**src/rtl/pipe_hazard_ctrl_if.sv**
```systemverilog
// Hazard-control bundle between the pipeline datapath (master) and pipe_hazard_ctrl (slave).
// mc_wait_dbg mirrors the multi-cycle FSM state so checkers can bind to it.
interface pipe_hazard_ctrl_if #(
    parameter int FWD_DEPTH = 2
);
    logic [4:0]             rs_addr;
    logic [4:0]             rt_addr;
    logic                   rs_used;
    logic                   rt_used;
    logic                   id_is_branch;
    logic [5*FWD_DEPTH-1:0] fwd_addr;
    logic [FWD_DEPTH-1:0]   fwd_wen;
    logic [FWD_DEPTH-1:0]   fwd_is_load;
    logic                   mc_start;
    logic                   mc_done;
    logic [2:0]             rs_fwd_sel;
    logic [2:0]             rt_fwd_sel;
    logic [4:0]             stage_en;
    logic [4:0]             stage_rst;
    logic                   mc_timeout;
    logic                   mc_wait_dbg;

    modport master (
        output rs_addr, rt_addr, rs_used, rt_used, id_is_branch,
        output fwd_addr, fwd_wen, fwd_is_load, mc_start, mc_done,
        input  rs_fwd_sel, rt_fwd_sel, stage_en, stage_rst, mc_timeout, mc_wait_dbg
    );

    modport slave (
        input  rs_addr, rt_addr, rs_used, rt_used, id_is_branch,
        input  fwd_addr, fwd_wen, fwd_is_load, mc_start, mc_done,
        output rs_fwd_sel, rt_fwd_sel, stage_en, stage_rst, mc_timeout, mc_wait_dbg
    );
endinterface

```
**src/rtl/pipe_hazard_ctrl.sv**
```systemverilog
// Five-stage pipeline hazard controller: operand forwarding, load-use stall, multi-cycle hold
// with timeout, and branch flush. Optional debug hold/step enabled by macro HAZARD_DEBUG_EN.
module pipe_hazard_ctrl #(
    parameter int FWD_DEPTH      = 2,
    parameter int LOAD_READY     = 2,
    parameter int BRANCH_PENALTY = 3,
    parameter int MC_TIMEOUT     = 64
) (
    input  logic clk,
    input  logic rst,
`ifdef HAZARD_DEBUG_EN
    input  logic debug_en,
    input  logic debug_step,
`endif
    pipe_hazard_ctrl_if.slave bus
);

    localparam int         CW       = $clog2(MC_TIMEOUT + 1);
    localparam logic [2:0] BRC_LOAD = 3'(BRANCH_PENALTY - 1);

    typedef enum logic {MC_IDLE, MC_WAIT} mc_state_e;

    mc_state_e       mc_state_q, mc_state_d;
    logic [CW-1:0]   mc_cnt_q, mc_cnt_d;
    logic [2:0]      brc_q, brc_d;
    logic            timeout_q, timeout_d;
    logic            mc_hold;
    logic            dbg_hold;
    logic [2:0]      rs_sel, rt_sel;
    logic            load_stall;
    logic [4:0]      en, srst;

    // Nearest producing stage wins, so scan from the oldest down and let younger overwrite.
    function automatic logic [2:0] fwd_pick(input logic [4:0] src, input logic used,
                                            input logic [5*FWD_DEPTH-1:0] addr,
                                            input logic [FWD_DEPTH-1:0] wen);
        logic [2:0] sel;
        sel = 3'd0;
        if (used && src != 5'd0) begin
            for (int k = FWD_DEPTH; k >= 1; k--) begin
                if (wen[k-1] && addr[5*k-1 -: 5] == src) sel = 3'(k);
            end
        end
        return sel;
    endfunction

    function automatic logic load_pending(input logic [2:0] sel,
                                          input logic [FWD_DEPTH-1:0] is_load);
        logic hit;
        hit = 1'b0;
        for (int k = 1; k <= FWD_DEPTH; k++) begin
            if (sel == 3'(k) && k < LOAD_READY && is_load[k-1]) hit = 1'b1;
        end
        return hit;
    endfunction

`ifdef HAZARD_DEBUG_EN
    logic step_q;
    always_ff @(posedge clk) begin
        if (rst) step_q <= 1'b0;
        else     step_q <= debug_step;
    end
    assign dbg_hold = debug_en & ~(debug_step & ~step_q);
`else
    assign dbg_hold = 1'b0;
`endif

    always_comb begin
        logic rs_stall, rt_stall;
        rs_sel     = fwd_pick(bus.rs_addr, bus.rs_used, bus.fwd_addr, bus.fwd_wen);
        rt_sel     = fwd_pick(bus.rt_addr, bus.rt_used, bus.fwd_addr, bus.fwd_wen);
        rs_stall   = load_pending(rs_sel, bus.fwd_is_load);
        rt_stall   = load_pending(rt_sel, bus.fwd_is_load);
        load_stall = rs_stall | rt_stall;
        bus.rs_fwd_sel = rs_stall ? 3'd0 : rs_sel;
        bus.rt_fwd_sel = rt_stall ? 3'd0 : rt_sel;
    end

    always_comb begin
        mc_state_d = mc_state_q;
        mc_cnt_d   = mc_cnt_q;
        brc_d      = brc_q;
        timeout_d  = timeout_q;
        mc_hold    = 1'b0;
        en         = 5'b11111;
        srst       = 5'b00000;
        if (rst) begin
            srst = 5'b11111;
        end else if (dbg_hold) begin
            en = 5'b00000;
        end else begin
            case (mc_state_q)
                MC_IDLE: begin
                    if (bus.mc_start && !bus.mc_done) begin
                        mc_hold    = 1'b1;
                        mc_state_d = MC_WAIT;
                        mc_cnt_d   = '0;
                    end
                end
                MC_WAIT: begin
                    if (bus.mc_done) begin
                        mc_state_d = MC_IDLE;
                    end else if (mc_cnt_q == CW'(MC_TIMEOUT)) begin
                        // Give up: release the pipeline this cycle as if the result had arrived.
                        mc_state_d = MC_IDLE;
                        timeout_d  = 1'b1;
                    end else begin
                        mc_hold  = 1'b1;
                        mc_cnt_d = mc_cnt_q + CW'(1);
                    end
                end
                default: mc_state_d = MC_IDLE;
            endcase

            if (mc_hold) begin
                en[2:0] = 3'b000;
                srst[3] = 1'b1;
            end else if (load_stall) begin
                en[1:0] = 2'b00;
                srst[2] = 1'b1;
            end else if (bus.id_is_branch) begin
                srst[1] = 1'b1;
                brc_d   = BRC_LOAD;
            end else if (brc_q != 3'd0) begin
                srst[1] = 1'b1;
                brc_d   = brc_q - 3'd1;
            end
        end
    end

    always_ff @(posedge clk) begin
        if (rst) begin
            mc_state_q <= MC_IDLE;
            mc_cnt_q   <= '0;
            brc_q      <= 3'd0;
            timeout_q  <= 1'b0;
        end else begin
            mc_state_q <= mc_state_d;
            mc_cnt_q   <= mc_cnt_d;
            brc_q      <= brc_d;
            timeout_q  <= timeout_d;
        end
    end

    assign bus.stage_en    = en;
    assign bus.stage_rst   = srst;
    assign bus.mc_timeout  = timeout_q;
    assign bus.mc_wait_dbg = (mc_state_q == MC_WAIT);

endmodule

```
**src/flat_wrapper.sv**
```systemverilog
// flat-port wrapper written by rule: the top's interface ports become plain ports
module pipe_hazard_ctrl_flat 
#(
    parameter int FWD_DEPTH      = 2,
    parameter int LOAD_READY     = 2,
    parameter int BRANCH_PENALTY = 3,
    parameter int MC_TIMEOUT     = 64
)
  (clk, rst, bus_rs_addr, bus_rt_addr, bus_rs_used, bus_rt_used, bus_id_is_branch, bus_fwd_addr, bus_fwd_wen, bus_fwd_is_load, bus_mc_start, bus_mc_done, bus_rs_fwd_sel, bus_rt_fwd_sel, bus_stage_en, bus_stage_rst, bus_mc_timeout, bus_mc_wait_dbg);
  pipe_hazard_ctrl_if #(.FWD_DEPTH(FWD_DEPTH)) bus_i ();
  input  logic clk;
  input  logic rst;
  input wire logic [$bits(bus_i.rs_addr)-1:0] bus_rs_addr;
  input wire logic [$bits(bus_i.rt_addr)-1:0] bus_rt_addr;
  input wire logic [$bits(bus_i.rs_used)-1:0] bus_rs_used;
  input wire logic [$bits(bus_i.rt_used)-1:0] bus_rt_used;
  input wire logic [$bits(bus_i.id_is_branch)-1:0] bus_id_is_branch;
  input wire logic [$bits(bus_i.fwd_addr)-1:0] bus_fwd_addr;
  input wire logic [$bits(bus_i.fwd_wen)-1:0] bus_fwd_wen;
  input wire logic [$bits(bus_i.fwd_is_load)-1:0] bus_fwd_is_load;
  input wire logic [$bits(bus_i.mc_start)-1:0] bus_mc_start;
  input wire logic [$bits(bus_i.mc_done)-1:0] bus_mc_done;
  output wire logic [$bits(bus_i.rs_fwd_sel)-1:0] bus_rs_fwd_sel;
  output wire logic [$bits(bus_i.rt_fwd_sel)-1:0] bus_rt_fwd_sel;
  output wire logic [$bits(bus_i.stage_en)-1:0] bus_stage_en;
  output wire logic [$bits(bus_i.stage_rst)-1:0] bus_stage_rst;
  output wire logic [$bits(bus_i.mc_timeout)-1:0] bus_mc_timeout;
  output wire logic [$bits(bus_i.mc_wait_dbg)-1:0] bus_mc_wait_dbg;
  assign bus_i.rs_addr = bus_rs_addr;
  assign bus_i.rt_addr = bus_rt_addr;
  assign bus_i.rs_used = bus_rs_used;
  assign bus_i.rt_used = bus_rt_used;
  assign bus_i.id_is_branch = bus_id_is_branch;
  assign bus_i.fwd_addr = bus_fwd_addr;
  assign bus_i.fwd_wen = bus_fwd_wen;
  assign bus_i.fwd_is_load = bus_fwd_is_load;
  assign bus_i.mc_start = bus_mc_start;
  assign bus_i.mc_done = bus_mc_done;
  assign bus_rs_fwd_sel = bus_i.rs_fwd_sel;
  assign bus_rt_fwd_sel = bus_i.rt_fwd_sel;
  assign bus_stage_en = bus_i.stage_en;
  assign bus_stage_rst = bus_i.stage_rst;
  assign bus_mc_timeout = bus_i.mc_timeout;
  assign bus_mc_wait_dbg = bus_i.mc_wait_dbg;
  pipe_hazard_ctrl #(.FWD_DEPTH(FWD_DEPTH), .LOAD_READY(LOAD_READY), .BRANCH_PENALTY(BRANCH_PENALTY), .MC_TIMEOUT(MC_TIMEOUT)) u_core (.clk(clk), .rst(rst), .bus(bus_i));
endmodule
```
**config.mk**
```make
export PLATFORM = sky130hd
export DESIGN_NAME = pipe_hazard_ctrl_flat
export DESIGN_NICKNAME = d
export VERILOG_FILES = /design/src/rtl/pipe_hazard_ctrl_if.sv /design/src/rtl/pipe_hazard_ctrl.sv /design/src/flat_wrapper.sv
export SDC_FILE = /design/constraint.sdc
export NUM_CORES = 1
export LEC_CHECK = 0
export ABC_AREA = 1
export BUFFER_PORTS_ARGS = -buffer_cell sky130_fd_sc_hd__buf_4
export CORE_UTILIZATION = 43
export DETAILED_ROUTE_END_ITERATION = 10
export PLACE_DENSITY = 0.82
export SLEW_MARGIN = 20
export SYNTH_ARGS = -nofsm -noshare
export SYNTH_HDL_FRONTEND = slang
export SYNTH_SLANG_ARGS = --single-unit
```
**constraint.sdc**
```tcl
create_clock -name clk -period 1.7 [get_ports clk]
set_input_delay 0.34 -clock clk [delete_from_list [all_inputs] [get_ports clk]]
set_output_delay 0.34 -clock clk [all_outputs]
set_load 0.01 [all_outputs]
```
==> Word-level counts from Yosys, hierarchy flattened <==
Cells that the tools add are included.
{ "totals": {"in_bits": 31, "output_inout_bits": 18, "ff_bits": 12} }
{ "classes": {"bitwise": 5, "add_sub_neg": 2, "n_eq_ne": 10, "reduce_logical": 17, "muxes": 33} }
{ "ops": {"columns": ["op", "count"], "rows": [
  ["$mux W3", 10],
  ["$mux W7", 3],
  ["$eq A5 B5 Y1", 4],
  ["$pmux W7 S2", 1],
  ["$mux W1", 13],
  ["$mux W2", 5],
  ["$reduce_bool A5 Y1", 2],
  ["$logic_and A1 B1 Y1", 9],
  ["$reduce_and A3 Y1", 3],
  ["$add A7 B1 Y7 const B", 1],
  ["$eq A7 B7 Y1 const B", 1],
  ["$eq A3 B1 Y1 const B", 2],
  ["$ne A2 B2 Y1 const B", 2],
  ["$not A1 Y1", 4],
  ["$reduce_bool A3 Y1", 1],
  ["$sub A3 B1 Y3 const B", 1],
  ["$ne A2 B1 Y1 const B", 1],
  ["$pmux W1 S2", 1],
  ["$reduce_bool A2 Y1", 1],
  ["$logic_not A1 Y1", 1],
  ["$or A1 B1 Y1", 1]
]} }

==> Logic depth before layout (Yosys ltp) <==
Gate-level depths: netlist of run 1.
{ "logic_depth": {"ltp_word": 12, "ltp_mapped": 12} }

==> Least setup slack after synthesis of run 1 <==
No wires, ideal clock.
{ "synth_timing": {"kind": "flip-flop to output port", "start": "register u_core.mc_cnt_q[0]", "end": "output port bus_stage_en[1]", "path_buffers": 2, "arrival_ns": 1.405, "path_stages_with_launch": 9, "required_ns": 1.360, "path_slack_ns": -0.045, "cell_sequence": "dfxtp_1 inv_1 ha_1 nand4_2 o211ai_4 buf_6 nand2_1 nand2_1 buf_4"} }
{ "synth_via": {"elab_chain_cells": 7} }
{ "synth_lines": {"columns": ["item", "line_no", "rtl"], "rows": [
  ["start: declaration", "pipe_hazard_ctrl.sv:24", "logic [CW-1:0] mc_cnt_q, mc_cnt_d;"],
  ["start signal: assignment", "pipe_hazard_ctrl.sv:139", "mc_cnt_q <= mc_cnt_d;"],
  ["$eq A7 B7 Y1", "pipe_hazard_ctrl.sv:103", "end else if (mc_cnt_q == CW'(MC_TIMEOUT)) begin"],
  ["$mux W1", "pipe_hazard_ctrl.sv:103", null],
  ["$mux W1", "pipe_hazard_ctrl.sv:101", "if (bus.mc_done) begin"],
  ["$pmux W1 S2", "pipe_hazard_ctrl.sv:92", "case (mc_state_q)"],
  ["$mux W1", "pipe_hazard_ctrl.sv:87", "if (rst) begin"],
  ["$mux W2", "pipe_hazard_ctrl.sv:115", "if (mc_hold) begin"],
  ["$mux W3", "pipe_hazard_ctrl.sv:87", null],
  ["end: declaration", "flat_wrapper.sv:25", "output wire logic [$bits(bus_i.stage_en)-1:0] bus_stage_en;"]
]} }
No other way between the ends. The select of a mux whose other input is x is not followed.

==> Worst setup path after layout of run 1 <==
{ "layout_timing": {"start": "register u_core.mc_cnt_q[1]", "end": "output port bus_stage_rst[2]"} }
{ "layout_via": {"elab_chain_cells": 7} }
{ "layout_lines": {"columns": ["item", "line_no", "rtl"], "rows": [
  ["$eq A7 B7 Y1", "pipe_hazard_ctrl.sv:103", null],
  ["$mux W1", "pipe_hazard_ctrl.sv:103", null],
  ["$mux W1", "pipe_hazard_ctrl.sv:101", null],
  ["$pmux W1 S2", "pipe_hazard_ctrl.sv:92", null],
  ["$mux W1", "pipe_hazard_ctrl.sv:87", null],
  ["$mux W2", "pipe_hazard_ctrl.sv:115", null],
  ["$mux W3", "pipe_hazard_ctrl.sv:87", null],
  ["end: declaration", "flat_wrapper.sv:26", "output wire logic [$bits(bus_i.stage_rst)-1:0] bus_stage_rst;"]
]} }
No other way between the ends. The select of a mux whose other input is x is not followed.

==> results of run 1 <==
==> cell usage in the layout (no fill, tap or decap), drive strengths merged <==
cell / count
o22ai: 2
ha: 4
or2: 2
nor3: 2
o211ai: 1
nand3: 9
xor2: 5
clkbuf: 4
inv: 38
conb: 4
nor4: 2
dfxtp: 12
o2111ai: 4
nand2: 51
o21ai: 6
nor2: 27
a21oi: 8
o21bai: 1
buf: 73
nand4: 5
xnor2: 3
==> metrics by stage <==
step	power (uW)	instance area [um^2]	worst slack, ns	util, %	hold slack [ns]
6_report	917	1930	-0.252	77.3	0.309
5_1_grt	961	1930	-0.312	77.3	0.315
4_1_cts	845	1750	-0.158	70.0	0.313
3_5_place_dp	586	1590	-0.0336	63.6	0.473
3_3_place_gp	582	1590	-0.0265	63.6	0.449
2_1_floorplan	465	1160	-0.0406	-	0.409
==> power breakdown <==
part           leakage (uW)  internal [uW]  switching, uW
Sequential        0.0000986            293           4.53
Clock             0.0000210            131            118
Combinational      0.000860            181            189
==> worst min-delay path by stage <==
stage,slack [ns],startpoint,cells after the start,end
final,0.31,rst,2,u_core.mc_cnt_q[5]
after global routing,0.32,rst,2,u_core.bus.mc_wait_dbg
after CTS,0.31,rst,2,u_core.mc_cnt_q[6]
after detailed placement,0.47,u_core.bus.mc_timeout,2,u_core.bus.mc_timeout
after global placement,0.45,u_core.bus.mc_timeout,2,u_core.bus.mc_timeout
after floorplan,0.41,rst,1,u_core.mc_cnt_q[4]
==> per-layer routing <==
metal	vias to the layer above	global-route usage [%]	routed length, um
met2	80	45.5	2230
met3	11	1.98	195
met4	0	12.7	104
met5	-	0	0
li1	733	-	-
met1	690	27.8	1450
==> critical path, delay by kind of cell (launching register included) <==
| kind | cells | cell delay, ns |
|---|---|---|
| fa+ha+maj | 1 | 0.15 |
| flops | 1 | 0.33 |
| compound gates | 2 | 0.46 |
| simple gates | 1 | 0.08 |
| buf+inv | 3 | 0.29 |
==> state kept, by name, indices dropped and copies added (netlist names) <==
signal,count
u_core.mc_cnt_q,7
u_core.bus.mc_timeout,1
u_core.brc_q,3
u_core.bus.mc_wait_dbg,1
==> layout make-up <==
cell class	instances	share of cell area [%]
Clock buffer	4	1.88
Inverter	38	7.64
Multi-Input combinational cell	136	43.3
Sequential cell	12	12.6
Tap cell	30	1.94
Timing Repair Buffer	73	32.6
==> timing repair <==
item / 4_1_cts / 5_1_grt
pin swaps: 6 / 14
setup buffers: 8 / 4
resized for setup: 21 / 45
setup endpoints to repair: 6 / 10
hold buffers: 0 / 0
==> kinds of logic (layout without fill, tap and decap cells) <==
group / Yosys count / after routing
AND/OR/NAND/NOR: 98 / 98
buffers and inverters: 46 / 115
flip-flops: 12 / 12
XOR/XNOR: 8 / 8
adder cells (fa/ha/maj): 4 / 4
other: 2 / 4
AO/OA/AOI/OAI: 22 / 22
==> results by group, run 1 <==
Status
  • Status: finished with violations
  • Failing checks: negative setup slack

Worst setup path
  • Crit Path Class: reg2out
  • Arrival time of the worst setup path: 1.61 ns
  • CP max-delay cell: dfxtp_2
  • R2R cell count: 11
  • Top cell by count, worst path: inv_2
  • Critical Path Sink: bus_stage_rst[2]
  • Crit path launch: u_core.mc_cnt_q[1]
  • Worst path cell trace: inv_2, ha_4, nand4_4, o211ai_4, inv_2, o21ai_2, buf_4
  • R2R setup slack: -0.04 ns
  • FF-to-FF End: u_core.mc_cnt_q[2]
  • Critical Path Max Stage Delay: 0.33 ns
  • Crit. End Element: primary output
  • R2r startpoint: u_core.mc_cnt_q[1]
  • Worst-path maximum fanout: 6
  • CP required: 1.36 ns
  • Type of origin of the critical path: flip-flop

Timing
  • Setup TNS Final: -1.41 ns
  • Max frequency: 0.512 GHz
  • Worst setup margin: -0.252 ns
  • RSZ-0062 raised after global routing: true
  • Final min period: 1.95 ns
  • Slew Viols, Final: 0
  • Max Clock Skew: 0.00480 ns
  • Final setup violation count: 8
  • Final period utilization: 115%
  • Final hold vios: 0

Yosys
  • Post-Synth Simple-Gate Area: 36.6%
  • Register area share after synthesis: 20.9%
  • Cell area after synthesis: 0.00115 mm^2
  • Synth area leaders: dfxtp_1 21%, nand2_1 16%, inv_1 12%
  • Count leader, synth: nand2_1
  • Mux cell area share after synthesis: 0%
  • Post-synth top flop: dfxtp_1
  • Yosys reg bits: 12
  • Gate Count Post-Synth: 192
  • Post-synth EDFFs: 0
  • Average cell area after synthesis: 5.98 um^2
  • Synth warn: 0
  • Combinational family with the most area after synthesis: simple AND/OR/NAND/NOR gates
  • Post-synthesis compound-gate area fraction: 13.4%
  • Post-synth top area share: 20.9%
  • Post-synthesis xor/xnor area fraction: 6.10%
  • Async SR Flop Fraction: 0%
  • Synth Area in Adders: 4.36%
  • Count of cell types in the netlist: 26
  • Synth cell count leaders: 49 x nand2_1, 36 x inv_1, 27 x nor2_1
  • Largest area contributor in the netlist: dfxtp_1

CTS
  • Latest clock arrival within the worst-skew pair: 0.29 ns
  • Worst-case clock buffer depth: 2
  • Root buffer cell: clkbuf_4
  • H-tree lvl count: 1
  • Total CTS buffers: 3
  • CTS tree: done
  • TritonCTS Sinks: 12
  • Reg clk slew, reported paths: 0.09 ns

Layout
  • Total Nets Final: 299
  • Storage cell area: 243 um^2
  • Layout fillers: 169
  • Area of the multi-input gates: 837 um^2
  • Share of layout cells above drive strength 1: 47.5%
  • # diodes: 0
  • Final Instance Count excl. Fillers: 293
  • Area growth, synth to finish: 68.2%

Floorplan
  • Initial Utilization: 45.9%
  • Die H: 53.7 um
  • Num ports: 49
  • Core area: 0.00250 mm^2
  • DIE AREA: 0.00288 mm^2
  • # rows: 18
  • Die Width: 53.7 um

Placement
  • Final HPWL from detailed placement: 2260 um
  • Port bufs: 43
  • Placer congestion estimate: 0.853
  • Placed Cells: 277

Drt
  • ANT nets after route: 0
  • Via count: 1514
  • Routed WL: 3970 um
  • Wire per inst: 13.6 um
  • Drt first-iter violations: 47
  • DRC viols: 0
  • DR vias/cell: 5.17
  • First-pass DRT Iterations: 4

Global route
  • Remaining Overflow, GRT: 0
  • Gr usage total: 24.7%
  • Largest net degree at the start of global routing: 10
  • Number of global-route vias before repair: 1254
  • First-pass GRT wire length: 5070 um
  • Initial antenna violation count: 0

Flow run
  • Max Cap Viol: 0

Power
  • Power Density: 475 mW/mm^2
  • Worst ir drop on vdd: 0.491 mV
  • Leakage Power: 0.000980 uW

Hold path
  • Hold Crit Class: in2reg
Power figures use the tool's default switching activity.
==> run 2, diff against run 1 <==
- PLACE_DENSITY: 0.82 -> 0.76
==> results by group, run 2 (synthesis results as in run 1) <==
Layout
  • Area growth, synth to finish: 58.0%
  • Commonest non-fill, non-tap cell in the layout: buf_4
  • Largest Register: u_core.mc_cnt_q
  • Max reg flops: 7
  • Biggest regs: u_core.mc_cnt_q (7), u_core.brc_q (3)
  • Final Cell Area: 0.00181 mm^2
  • Layout fillers: 207
  • Total Nets Final: 298
  • Share of layout cells above drive strength 1: 42.0%
  • Final core utilization: 72.6%
  • Area of the multi-input gates: 792 um^2
  • Storage cell area: 244 um^2
  • # diodes: 0
  • Final Instance Count excl. Fillers: 292
  • Most frequent cells in the layout: 67 x buf_4, 47 x nand2_1, 28 x inv_1, 24 x nor2_1

Power
  • Overall power: 871 uW
  • Leakage Power: 0.000951 uW
  • Power Density: 480 mW/mm^2
  • Worst ir drop on vdd: 0.510 mV

Floorplan
  • Num ports: 49
  • # rows: 18
  • Die Width: 53.7 um
  • Core area: 0.00250 mm^2
  • Die H: 53.7 um
  • Initial Utilization: 45.9%
  • DIE AREA: 0.00288 mm^2

Placement
  • Placed Cells: 278
  • Final HPWL from detailed placement: 2320 um
  • Pre-CTS setup slack: -0.0262 ns
  • Placer congestion estimate: 0.881
  • DP Area: 0.00160 mm^2
  • Port bufs: 43

Worst setup path
  • R2R cell count: 11
  • Crit Path Class: reg2out
  • Arrival time of the worst setup path: 1.57 ns
  • Worst-path maximum fanout: 7
  • Critical Path Max Stage Delay: 0.33 ns
  • Type of origin of the critical path: flip-flop
  • Top cell by count, worst path: buf_6
  • Worst path cell trace: inv_2, ha_4, nand4_4, o211ai_4, buf_6, nand2_4, buf_6
  • CP max-delay cell: dfxtp_2
  • Crit. End Element: primary output
  • CP required: 1.36 ns

Global route
  • First-pass GRT wire length: 4770 um
  • Largest net degree at the start of global routing: 10
  • Remaining Overflow, GRT: 0
  • Gr usage total: 22.4%
  • Number of global-route vias before repair: 1145
  • Initial antenna violation count: 0

Flow run
  • Max Cap Viol: 0

CTS
  • H-tree lvl count: 1
  • TritonCTS Sinks: 12
  • Hold Buf Count CTS: 0
  • Latest clock arrival within the worst-skew pair: 0.28 ns
  • Total CTS buffers: 3
  • Root buffer cell: clkbuf_4
  • Worst-case clock buffer depth: 2
  • Reg clk slew, reported paths: 0.09 ns
  • CTS tree: done

Timing
  • Worst setup margin: -0.208 ns
  • Final period utilization: 112%
  • Slew Viols, Final: 0
  • Max Clock Skew: 0.00946 ns
  • Final hold vios: 0
  • Final min period: 1.91 ns
  • Final setup violation count: 9
  • RSZ-0062 raised after global routing: true
  • Max frequency: 0.524 GHz

Status
  • Status: finished with violations
  • Failing checks: negative setup slack

Hold path
  • Worst Hold Path Cells: 2
  • Hold Crit Class: in2reg

Drt
  • Routed WL: 3180 um
  • DR vias/cell: 4.88
  • DRC viols: 0
  • Wire per inst: 10.9 um
  • Drt first-iter violations: 28
  • ANT nets after route: 0
  • First-pass DRT Iterations: 4
  • Via count: 1425
## run 2: worst paths after layout
kind                                             from               endpoint  slack (ns)
worst max-delay path               u_core.mc_cnt_q[0]       bus_stage_rst[3]       -0.21
worst min-delay path                              rst     u_core.mc_cnt_q[5]        0.29
worst max register to register     u_core.mc_cnt_q[0]        u_core.brc_q[0]       -0.06
worst min register to register  u_core.bus.mc_timeout  u_core.bus.mc_timeout        0.50
## run 2: worst max-delay path, delay by kind of cell, from the launching register on
family                     cells  cell delay, ns
buffers and inverters          3            0.35
DFF                            1            0.33
AOI/OAI and AO/OA              1            0.33
adders and majority gates      1            0.14
and+or+nand+nor                2            0.12
## run 2: cell type report
| class | instances | area share [%] |
|---|---|---|
| well taps | 30 | 2.07 |
| clock buffers | 4 | 2.00 |
| flip-flops and latches | 12 | 13.4 |
| multi-input cells | 136 | 43.7 |
| repair buffers | 72 | 30.8 |
| inverters | 38 | 8.00 |
## run 2: layer usage
| metal | global-route usage, % | vias up | part of all wire [%] |
|---|---|---|---|
| li1 | - | 728 | - |
| met1 | 28.6 | 626 | 45 |
| met2 | 38.7 | 61 | 48 |
| met3 | 2.54 | 10 | 4.7 |
| met4 | 6.58 | 0 | 2.7 |
| met5 | 0 | - | 0 |
## run 2: per-stage QoR
step | hold WS (ns) | setup TNS [ns]
floorplan | 0.409 | -0.0406
global placement | 0.461 | -0.00625
detailed placement | 0.488 | -0.0668
CTS | 0.287 | -1.11
global route | 0.301 | -1.99
finish | 0.289 | -1.25
## run 2: what timing repair did
| action | 4_1_cts | 5_1_grt |
|---|---|---|
| endpoints found under the setup margin | 6 | 10 |
| setup buffers | 6 | 4 |
| pin swaps | 5 | 14 |
| gates resized for setup | 11 | 23 |
## run 2: where the power goes
| part | switching [uW] | internal [uW] |
|---|---|---|
| sequential | 3.29 | 293 |
| clock | 105 | 130 |
| combinational | 170 | 168 |
